`src/rtl/sdram_line_prefetch.sv`:
```
// Optional sticky Underrun flag is built only when SDRAM_PREFETCH_UNDERRUN_EN is defined.

// prefetch_fifo: show-ahead word FIFO. The head is read combinationally.
// Latency: a pushed word is on head_dat the cycle after the push.
// Backpressure: a push into a full FIFO is dropped unless it pairs with a pop. A pop while empty is ignored.
module prefetch_fifo #(
    parameter int W     = 16,
    parameter int DEPTH = 32
) (
    input  logic                     Clk,
    input  logic                     Reset,
    input  logic                     push,
    input  logic [W-1:0]             push_dat,
    input  logic                     pop,
    output logic [W-1:0]             head_dat,
    output logic [$clog2(DEPTH):0]   count
);
    localparam int PW = $clog2(DEPTH);
    localparam int CW = PW + 1;

    logic [W-1:0]  mem [DEPTH];
    logic [PW-1:0] wr_ptr;
    logic [PW-1:0] rd_ptr;
    logic          pop_ok;
    logic          push_ok;

    assign pop_ok   = pop && (count != '0);
    assign push_ok  = push && ((count != CW'(DEPTH)) || pop_ok);
    assign head_dat = (count != '0) ? mem[rd_ptr] : '0;

    always_ff @(posedge Clk) begin
        if (push_ok)
            mem[wr_ptr] <= push_dat;
    end

    always_ff @(posedge Clk) begin
        if (Reset) begin
            wr_ptr <= '0;
            rd_ptr <= '0;
            count  <= '0;
        end else begin
            if (push_ok)
                wr_ptr <= wr_ptr + 1'b1;
            if (pop_ok)
                rd_ptr <= rd_ptr + 1'b1;
            count <= count + CW'(push_ok) - CW'(pop_ok);
        end
    end
endmodule

// sdram_line_prefetch: reads LINE_WORDS consecutive words from Base into a local FIFO for a streaming consumer.
// Latency: each word appears on Q/Valid one cycle after its sd_R.
// Backpressure: when the FIFO is full, the fetcher stalls with sd_Focus low. It resumes once RESUME_LVL slots are free.
module sdram_line_prefetch #(
    parameter int DEPTH      = 32,
    parameter int LINE_WORDS = 640,
    parameter int RESUME_LVL = 4
) (
    input  logic        Clk,
    input  logic        Reset,
    input  logic        Start,
    input  logic [24:0] Base,
    output logic        Busy,
    output logic        Done,
    input  logic        Pop,
    output logic [15:0] Q,
    output logic        Valid,
    output logic [24:0] sd_Addr,
    output logic [15:0] sd_Din,
    output logic        sd_WE,
    output logic        sd_Focus,
    input  logic        sd_R,
`ifdef SDRAM_PREFETCH_UNDERRUN_EN
    input  logic        UnderrunClr,
    output logic        Underrun,
`endif
    input  logic [15:0] sd_Dout
);
    localparam int CW = $clog2(DEPTH) + 1;

    typedef enum logic [1:0] {IDLE, FETCH, STALL} state_t;

    state_t        state;
    logic [24:0]   base_q;
    logic [15:0]   idx;
    logic [CW-1:0] count;
    logic [CW-1:0] count_next;
    logic          full;
    logic          pop_ok;
    logic          take;
    logic          last;

    assign sd_Din     = '0;
    assign sd_WE      = 1'b0;
    assign Valid      = (count != '0);
    assign full       = (count == CW'(DEPTH));
    assign pop_ok     = Pop && Valid;
    // A full FIFO in FETCH only arises when a line starts on top of unread data; hold off instead of overrunning.
    assign take       = (state == FETCH) && sd_R && (!full || pop_ok);
    assign last       = (idx == 16'(LINE_WORDS - 1));
    assign count_next = count + CW'(take) - CW'(pop_ok);

    prefetch_fifo #(.W(16), .DEPTH(DEPTH)) u_fifo (
        .Clk      (Clk),
        .Reset    (Reset),
        .push     (take),
        .push_dat (sd_Dout),
        .pop      (Pop),
        .head_dat (Q),
        .count    (count)
    );

    always_ff @(posedge Clk) begin
        if (Reset) begin
            state    <= IDLE;
            base_q   <= '0;
            idx      <= '0;
            sd_Addr  <= '0;
            sd_Focus <= 1'b0;
            Busy     <= 1'b0;
            Done     <= 1'b0;
        end else begin
            Done <= 1'b0;
            case (state)
                IDLE: begin
                    if (Start) begin
                        state    <= FETCH;
                        base_q   <= Base;
                        idx      <= '0;
                        sd_Addr  <= Base;
                        sd_Focus <= 1'b1;
                        Busy     <= 1'b1;
                    end
                end
                FETCH: begin
                    if (take) begin
                        idx     <= idx + 16'd1;
                        sd_Addr <= base_q + 25'(idx) + 25'd1;
                        if (last) begin
                            state    <= IDLE;
                            Done     <= 1'b1;
                            Busy     <= 1'b0;
                            sd_Focus <= 1'b0;
                        end else if (count_next == CW'(DEPTH)) begin
                            state    <= STALL;
                            sd_Focus <= 1'b0;
                        end
                    end else if (full && !pop_ok) begin
                        state    <= STALL;
                        sd_Focus <= 1'b0;
                    end
                end
                STALL: begin
                    if ((CW'(DEPTH) - count) >= CW'(RESUME_LVL)) begin
                        state    <= FETCH;
                        sd_Focus <= 1'b1;
                    end
                end
                default: begin
                    state    <= IDLE;
                    sd_Focus <= 1'b0;
                    Busy     <= 1'b0;
                end
            endcase
        end
    end

`ifdef SDRAM_PREFETCH_UNDERRUN_EN
    always_ff @(posedge Clk) begin
        if (Reset)
            Underrun <= 1'b0;
        else if (Pop && !Valid && Busy)
            Underrun <= 1'b1;
        else if (UnderrunClr)
            Underrun <= 1'b0;
    end
`endif
endmodule

```
`config.mk`:
```
export PLATFORM = sky130hd
export DESIGN_NAME = sdram_line_prefetch
export DESIGN_NICKNAME = d
export VERILOG_FILES = /design/src/rtl/sdram_line_prefetch.sv
export SDC_FILE = /design/constraint.sdc
export NUM_CORES = 1
export LEC_CHECK = 0
export BUFFER_PORTS_ARGS = -buffer_cell sky130_fd_sc_hd__buf_2
export CAP_MARGIN = 20
export CORE_MARGIN = 8
export CORE_UTILIZATION = 60
export CTS_BUF_LIST = sky130_fd_sc_hd__clkbuf_4
export CTS_CLUSTER_DIAMETER = 150
export DETAILED_ROUTE_END_ITERATION = 6
export HOLD_SLACK_MARGIN = 0.08
export PLACE_DENSITY = 0.9
export RECOVER_POWER = 50
export SYNTH_ARGS = -nofsm -noshare
export SYNTH_HDL_FRONTEND = slang
export SYNTH_SLANG_ARGS = --single-unit
export TNS_END_PERCENT = 50
```
`constraint.sdc`:
```
create_clock -name Clk -period 6.5 [get_ports Clk]
set_input_delay 0.65 -clock Clk [delete_from_list [all_inputs] [get_ports Clk]]
set_output_delay 0.65 -clock Clk [all_outputs]
set_load 0.02 [all_outputs]
```
== Yosys cells after proc, flatten, opt, wreduce, memory -nomap -nowiden ==
Memories as Yosys holds them, arrays and structs flattened. A register that Yosys moved wholly into a read port is not among the register bits.
Index checks and enable logic that the tools add are counted.

* Register bits: 87
* RAM bits: 512
* Input port bits: 46
* Output and inout bits: 62
* Logic and storage cells: 83
* Memories: 1

{| class="wikitable"
|+ Memories
! memory !! words !! bits a word !! rd ports !! clocked after Yosys merged registers in !! wr ports !! line !! source
|-
| u_fifo.mem || 32 || 16 || 1 || 1 || 1 || 21 || <nowiki>logic [W-1:0] mem [DEPTH];</nowiki>
|}

* Add/subtract/negate cells: 10
* Magnitude comparators: 1
* Eq/ne operators: 12
* Mux-type cells: 29
* Bitwise logic cells: 3
* Reductions and logical operators: 17

{| class="wikitable"
|+ Operators with widths
! cell !! count
|-
| $mux 25 || 2
|-
| $pmux 25 s2 || 1
|-
| $mux 16 || 3
|-
| $pmux 16 s2 || 1
|-
| $add 25x1->25 const B || 1
|-
| $add 25x16->25 || 1
|-
| $add 16x1->16 const B || 1
|-
| $eq 16x10->1 const B || 1
|-
| $add 6x1->6 || 2
|-
| $eq 6x6->1 const B || 2
|-
| $mux 2 || 6
|-
| $sub 6x1->6 || 2
|-
| $mux 1 || 11
|-
| $add 5x1->5 const B || 2
|-
| $mux 5 || 2
|-
| $ne 2x2->1 const B || 4
|-
| $reduce_and 4->1 || 2
|-
| $ge 6x3->1 const B || 1
|-
| $ne 6x6->1 const B || 1
|-
| $pmux 1 s3 || 2
|-
| $pmux 2 s3 || 1
|-
| $reduce_bool 6->1 || 1
|-
| $sub 6x6->6 const A || 1
|-
| $logic_and 1x1->1 || 5
|-
| 12 further kinds || 16
|}

== Longest topological paths before layout ==
* Word-level depth: 11
* Gate-level depth with buffers: 19
* Depth with buffers taken out: 17

== Cells and area by module ==
Synthesis repeated with hierarchy kept, for this count alone.

* Cell total of the unflattened synthesis: 1491
* Area, all modules: 25122.8 um^2

{| class="wikitable"
|+ By module, submodules not included
! module !! times used !! cells an instance !! area each (um^2) !! sequential area each (um^2)
|-
| prefetch_fifo || 1 || 926 || 20761.2 || 15795.1
|-
| sdram_line_prefetch || 1 || 565 || 4361.7 || 1401.3
|}

== Worst setup path before layout ==
OpenSTA, ideal clock, no wires.

* Kind: register to register
* Start: register u_fifo.count[2]
* End: register sd_Focus
* Library setup time: 0.070 ns
* Data arrival time: 3.519 ns
* Required time: 6.430 ns
* Setup slack: 2.912 ns
* Cell stages (with the launch flop): 20
* Path buffers: 2
* Period minus slack after synthesis: 3.588 ns
* Cell sequence: dfxtp_1 > inv_1 > ha_1 > nor3b_2 > and2_1 > buf_2 > inv_1 > and2_1 > clkbuf_1 > nand2_1 > o21ai_0 > ha_1 > inv_1 > fa_1 > xor2_1 > nor3_1 > mux2i_1 > nor3_1 > or4_1 > a21oi_1

* Cells in the longest elaborated chain, start to end: 9
* Elaborated cells on any way between the ends: 19
* Those cells by class: add/sub (3); order compare (1); eq/ne (5); mux (2); reduce/logical (8)

{| class="wikitable"
|+ Ends and longest elaborated chain
! what !! line !! source
|-
| from (decl) || 16 || <nowiki>output logic [$clog2(DEPTH):0] count</nowiki>
|-
| from (signal assigned) || 46 || <nowiki>count <= count + CW'(push_ok) - CW'(pop_ok);</nowiki>
|-
| $reduce_bool 6->1 (*) || 95 || <nowiki>assign Valid = (count != '0);</nowiki>
|-
| net Valid || 67 || <nowiki>output logic Valid,</nowiki>
|-
| $logic_and 1x1->1 (*) || 97 || <nowiki>assign pop_ok = Pop && Valid;</nowiki>
|-
| $logic_or 1x1->1 || 99 || <nowiki>assign take = (state == FETCH) && sd_R && (!full || pop_ok);</nowiki>
|-
| $logic_and 1x1->1 || 99 ||
|-
| $add 6x1->6 || 101 || <nowiki>assign count_next = count + CW'(take) - CW'(pop_ok);</nowiki>
|-
| $sub 6x1->6 || 101 ||
|-
| $eq 6x6->1 || 144 || <nowiki>end else if (count_next == CW'(DEPTH)) begin</nowiki>
|-
| $ne 4x3->1 (no line) || -- ||
|-
| $reduce_and 4->1 (no line) || -- ||
|-
| to (signal assigned) || 143 || <nowiki>sd_Focus <= 1'b0;</nowiki>
|-
| to (signal assigned) || 146 || <nowiki>sd_Focus <= 1'b0;</nowiki>
|-
| to (signal assigned) || 150 || <nowiki>sd_Focus <= 1'b0;</nowiki>
|-
| to (decl) || 71 || <nowiki>output logic sd_Focus,</nowiki>
|}

The timed path passes the listed nets; every way through them passes the cells marked *.
A chain may end at the register's enable or synchronous reset.

==> key figures <==
Synth
  • Synth Area in XOR/XNOR: under 10%
  • Syn. warnings: 0
  • Mux cell area share after synthesis: 15.3%
  • Synth async-reset ratio: 0%
  • Synthesized-area fraction occupied by adder cells: under 10%
  • Sequential fraction of the synthesis area: about 69%
  • Mapped Area: 24800 um2
  • Syn avg cell area: between 15 and 20 um2
  • Flops & latches, synth: 604
  • Syn Inst Count: 1454
  • Largest family of logic cells by synthesized area: multiplexers
  • Post-Synth Simple-Gate Area: 5.66%
  • Commonest register cell after synthesis: edfxtp_1
  • EDFF count, synth: 512
  • Cell variety after synth: between 60 and 70
  • Synth Area in Compound Gates: 3.88%

Final layout
  • Post-layout util: between 60% and 70%
  • Multi-input gate area: roughly 7200 um2
  • Synth-to-layout area growth: 12.8%
  • Commonest non-fill, non-tap cell in the layout: edfxtp_1
  • Fill count: 2436
  • Nets: 1767
  • Most frequent cells in the layout: 512 x edfxtp_1, 209 x clkbuf_4, 160 x mux4_2
  • Share of layout cells above drive strength 1: 27.9%
  • Register area: 17200 um2

Worst setup path
  • Crit path max fanout: slightly above 70
  • WS Path Type: reg2out
  • Worst-path cell chain: buf_4 > mux4_2 > mux4_2 > mux2i_1 > nor2_1 > buf_2
  • CP Data Required Time: 5.85 ns
  • Reg-to-Reg Start: u_fifo.count[2]$_SDFF_PP0_
  • Peak per-stage delay on the critical path: 1.06 ns
  • Critical Path End Type: primary output
  • Top delay family on crit path: multiplexers
  • WP depth: 6
  • Critical Path Sink: Q[7]
  • Arr. time, crit path: between 3 and 4 ns
  • Reg-to-reg setup timing slack: roughly 2.1 ns
  • Crit-path slowest cell: dfxtp_4
  • CP bufs+invs: 2
  • R2R cell count: 17
  • Reg2reg end: sd_Focus$_SDFFE_PP0P_
  • Most used cell, CP: mux4_2
  • CP Launch Type: flip-flop

Route
  • WL final: 61300 um
  • DR iter-0 viols: 1802
  • Vias per std cell: 6.33
  • Final antenna-violating net count: 0
  • DRT Pass-1 Iters: 5
  • DRC errors left: 0
  • Vias post-DR: between 10000 and 15000
  • Drt wl/cell: roughly 26 um

Power
  • Sw Ratio: 28.7%
  • Leakage: 9.33 nW
  • Power per cell area: around 340 nW/um2
  • Flop pwr share: 46.9%
  • Power share of the clock group: 31.6%
  • Overall Power: about 0.0095 W
  • Internal power: a little under 0.007 W
  • Sw Pwr: between 0.002 and 0.003 W
  • Power share of the combinational group: 21.5%
  • Peak supply drop: 199 uV

Placed design
  • RD Place Congestion: 0.903
  • Port Buf Inserts: 90
  • DP HPWL: 37700 um

CTS
  • CTS tree: built
  • Post-CTS Hold Buffers: 25
  • Worst-path clk slew: 0.06 ns
  • Max H-tree Level: 4
  • Clock Latency Late Sink: 0.87 ns
  • Max clock buf depth: 3
  • CTS resizes: 0
  • Postcts setup bufs: 0
  • Cts bufs inserted: ~150
  • Clk root buf: clkbuf_4
  • CTS sink cnt: 604

GRT
  • Global route overflow: 0
  • Vias in the first global route: approximately 15000
  • Global Route Usage Sum: about a quarter
  • Largest net degree at the start of global routing: 76
  • Initial antenna violation count: 1
  • First-pass GRT wire length: 92200 um

Floorplanning
  • Boundary Pins: 108
  • Die Y: 219 um
  • Die area: 48200 um2
  • Row cnt: 74
  • Core area: 40800 um2
  • Starting Density: about three fifths
  • Die outline width: around 220 um

Timing
  • Final-report hold violation count: 0
  • Relative slew slack: -19.2%
  • Total negative setup slack: 0 ns
  • Fmax: 215 MHz
  • Post-layout min period: 4.64 ns
  • Unrepaired setup endpoints after global routing: no
  • Worst-margin pin slew: 1.79 ns
  • Final worst-path cycle share: between 70% and 80%
  • Hold Slack: 0.233 ns
  • Final-report setup violation count: 0
  • Clock skew after layout: between 0.05 and 0.06 ns
  • Slew Limit Fails: 70

Min path
  • Worst Hold Class: in2reg
  • Hold path depth: 4

Outcome
  • Failing checks: max-capacitance violations, max-slew violations
  • Status: complete, but fails checks

Job
  • Max-cap viol count: 2
[cells by family after synthesis]
| family | after synthesis |
|---|---|
| AOI/OAI and AO/OA | 147 |
| and+or+nand+nor | 316 |
| DFF | 604 |
| xor gates and xnor gates | 48 |
| adders and majority gates | 36 |
| buffers and inverters | 123 |
| other | 1 |
| muxes | 179 |
[worst register-to-register path, delay by kind of cell (launching register included)]
| family | cells | cell delay [ns] |
|---|---|---|
| multiplexers | 1 | 0.13 |
| AND/OR/NAND/NOR | 8 | 2.47 |
| adder cells (fa/ha/maj) | 3 | 0.81 |
| flip-flops | 1 | 0.34 |
| buffers and inverters | 3 | 0.35 |
| AO/OA/AOI/OAI | 2 | 0.28 |
[routing by layer]
layer	wire length (um)	global-route usage, %	vias to the layer above
met2	31200	43.8	1063
met5	0	0	-
li1	-	-	6227
met3	6430	6.38	153
met4	2200	11.6	0
met1	21400	31.3	7280
[synthesized netlist by cell type (all sizes together) (13+ instances only)]
| library cell | number | share of area [%] |
|---|---|---|
| edfxtp | 512 | 62 |
| mux4 | 160 | 15 |
| nor2 | 119 | 1.8 |
| nand2 | 110 | 1.7 |
| dfxtp | 92 | 7.4 |
| a21oi | 62 | 1.3 |
| clkbuf | 47 | 0.71 |
| buf | 46 | 1.1 |
| ha | 33 | 1.7 |
| inv | 29 | 0.44 |
| xor2 | 25 | 0.88 |
| o21ai | 24 | 0.48 |
| xnor2 | 23 | 0.81 |
| nand3 | 20 | 0.42 |
| mux2i | 19 | 0.77 |
| nand4 | 13 | 0.33 |
[flip-flops by register name (all words and copies together) (netlist names), named ones only]
register	cells
u_fifo.mem	512
base_q	25
sd_Addr	25
idx	16
u_fifo.count	6
u_fifo.rd_ptr	5
u_fifo.wr_ptr	5
state	2
Busy	1
Done	1
sd_Focus	1
[area by class of cell]
| type | count | share of cell area [%] |
|---|---|---|
| clock buffers | 209 | 5.60 |
| clock inverters | 47 | 0.844 |
| well taps | 532 | 2.38 |
| diodes | 1 | 0.00893 |
| repair buffers | 159 | 3.76 |
| inverters | 30 | 0.402 |
| flip-flops and latches | 604 | 61.5 |
| multi-input cells | 743 | 25.5 |
[power by group through the flow]
stage | clock network (W) | registers [W] | logic (W)
floorplan | 0 | 0.00447 | 0.00148
detailed placement | 0 | 0.00458 | 0.00195
finish | 0.00299 | 0.00444 | 0.00204
global route | 0.00325 | 0.00445 | 0.00218
global placement | 0 | 0.00457 | 0.00188
CTS | 0.00305 | 0.00450 | 0.00197
[metrics by stage]
step	std cells	setup slack [ns]	area, um2
5_1_grt	2325	1.71	28000
3_5_place_dp	2041	2.38	26000
2_1_floorplan	1470	2.91	24900
6_report	2325	1.86	28000
3_3_place_gp	2037	2.47	25900
4_1_cts	2322	1.71	28000
[worst min-delay path by stage]
| stage | startpoint | endpoint | slack (ns) |
|---|---|---|---|
| 3_5_place_dp | base_q[15]$_SDFFE_PP0P_ | base_q[15]$_SDFFE_PP0P_ | 0.45 |
| 6_report | Pop | u_fifo.rd_ptr[1]$_SDFFE_PP0P_ | 0.23 |
| 2_1_floorplan | base_q[0]$_SDFFE_PP0P_ | base_q[0]$_SDFFE_PP0P_ | 0.44 |
| 4_1_cts | Pop | u_fifo.rd_ptr[1]$_SDFFE_PP0P_ | 0.14 |
| 5_1_grt | Base[8] | base_q[8]$_SDFFE_PP0P_ | 0.23 |
| 3_3_place_gp | sd_Addr[0]$_SDFFE_PP0P_ | sd_Addr[0]$_SDFFE_PP0P_ | 0.44 |
Note: power is estimated with default switching activity, not from simulation.
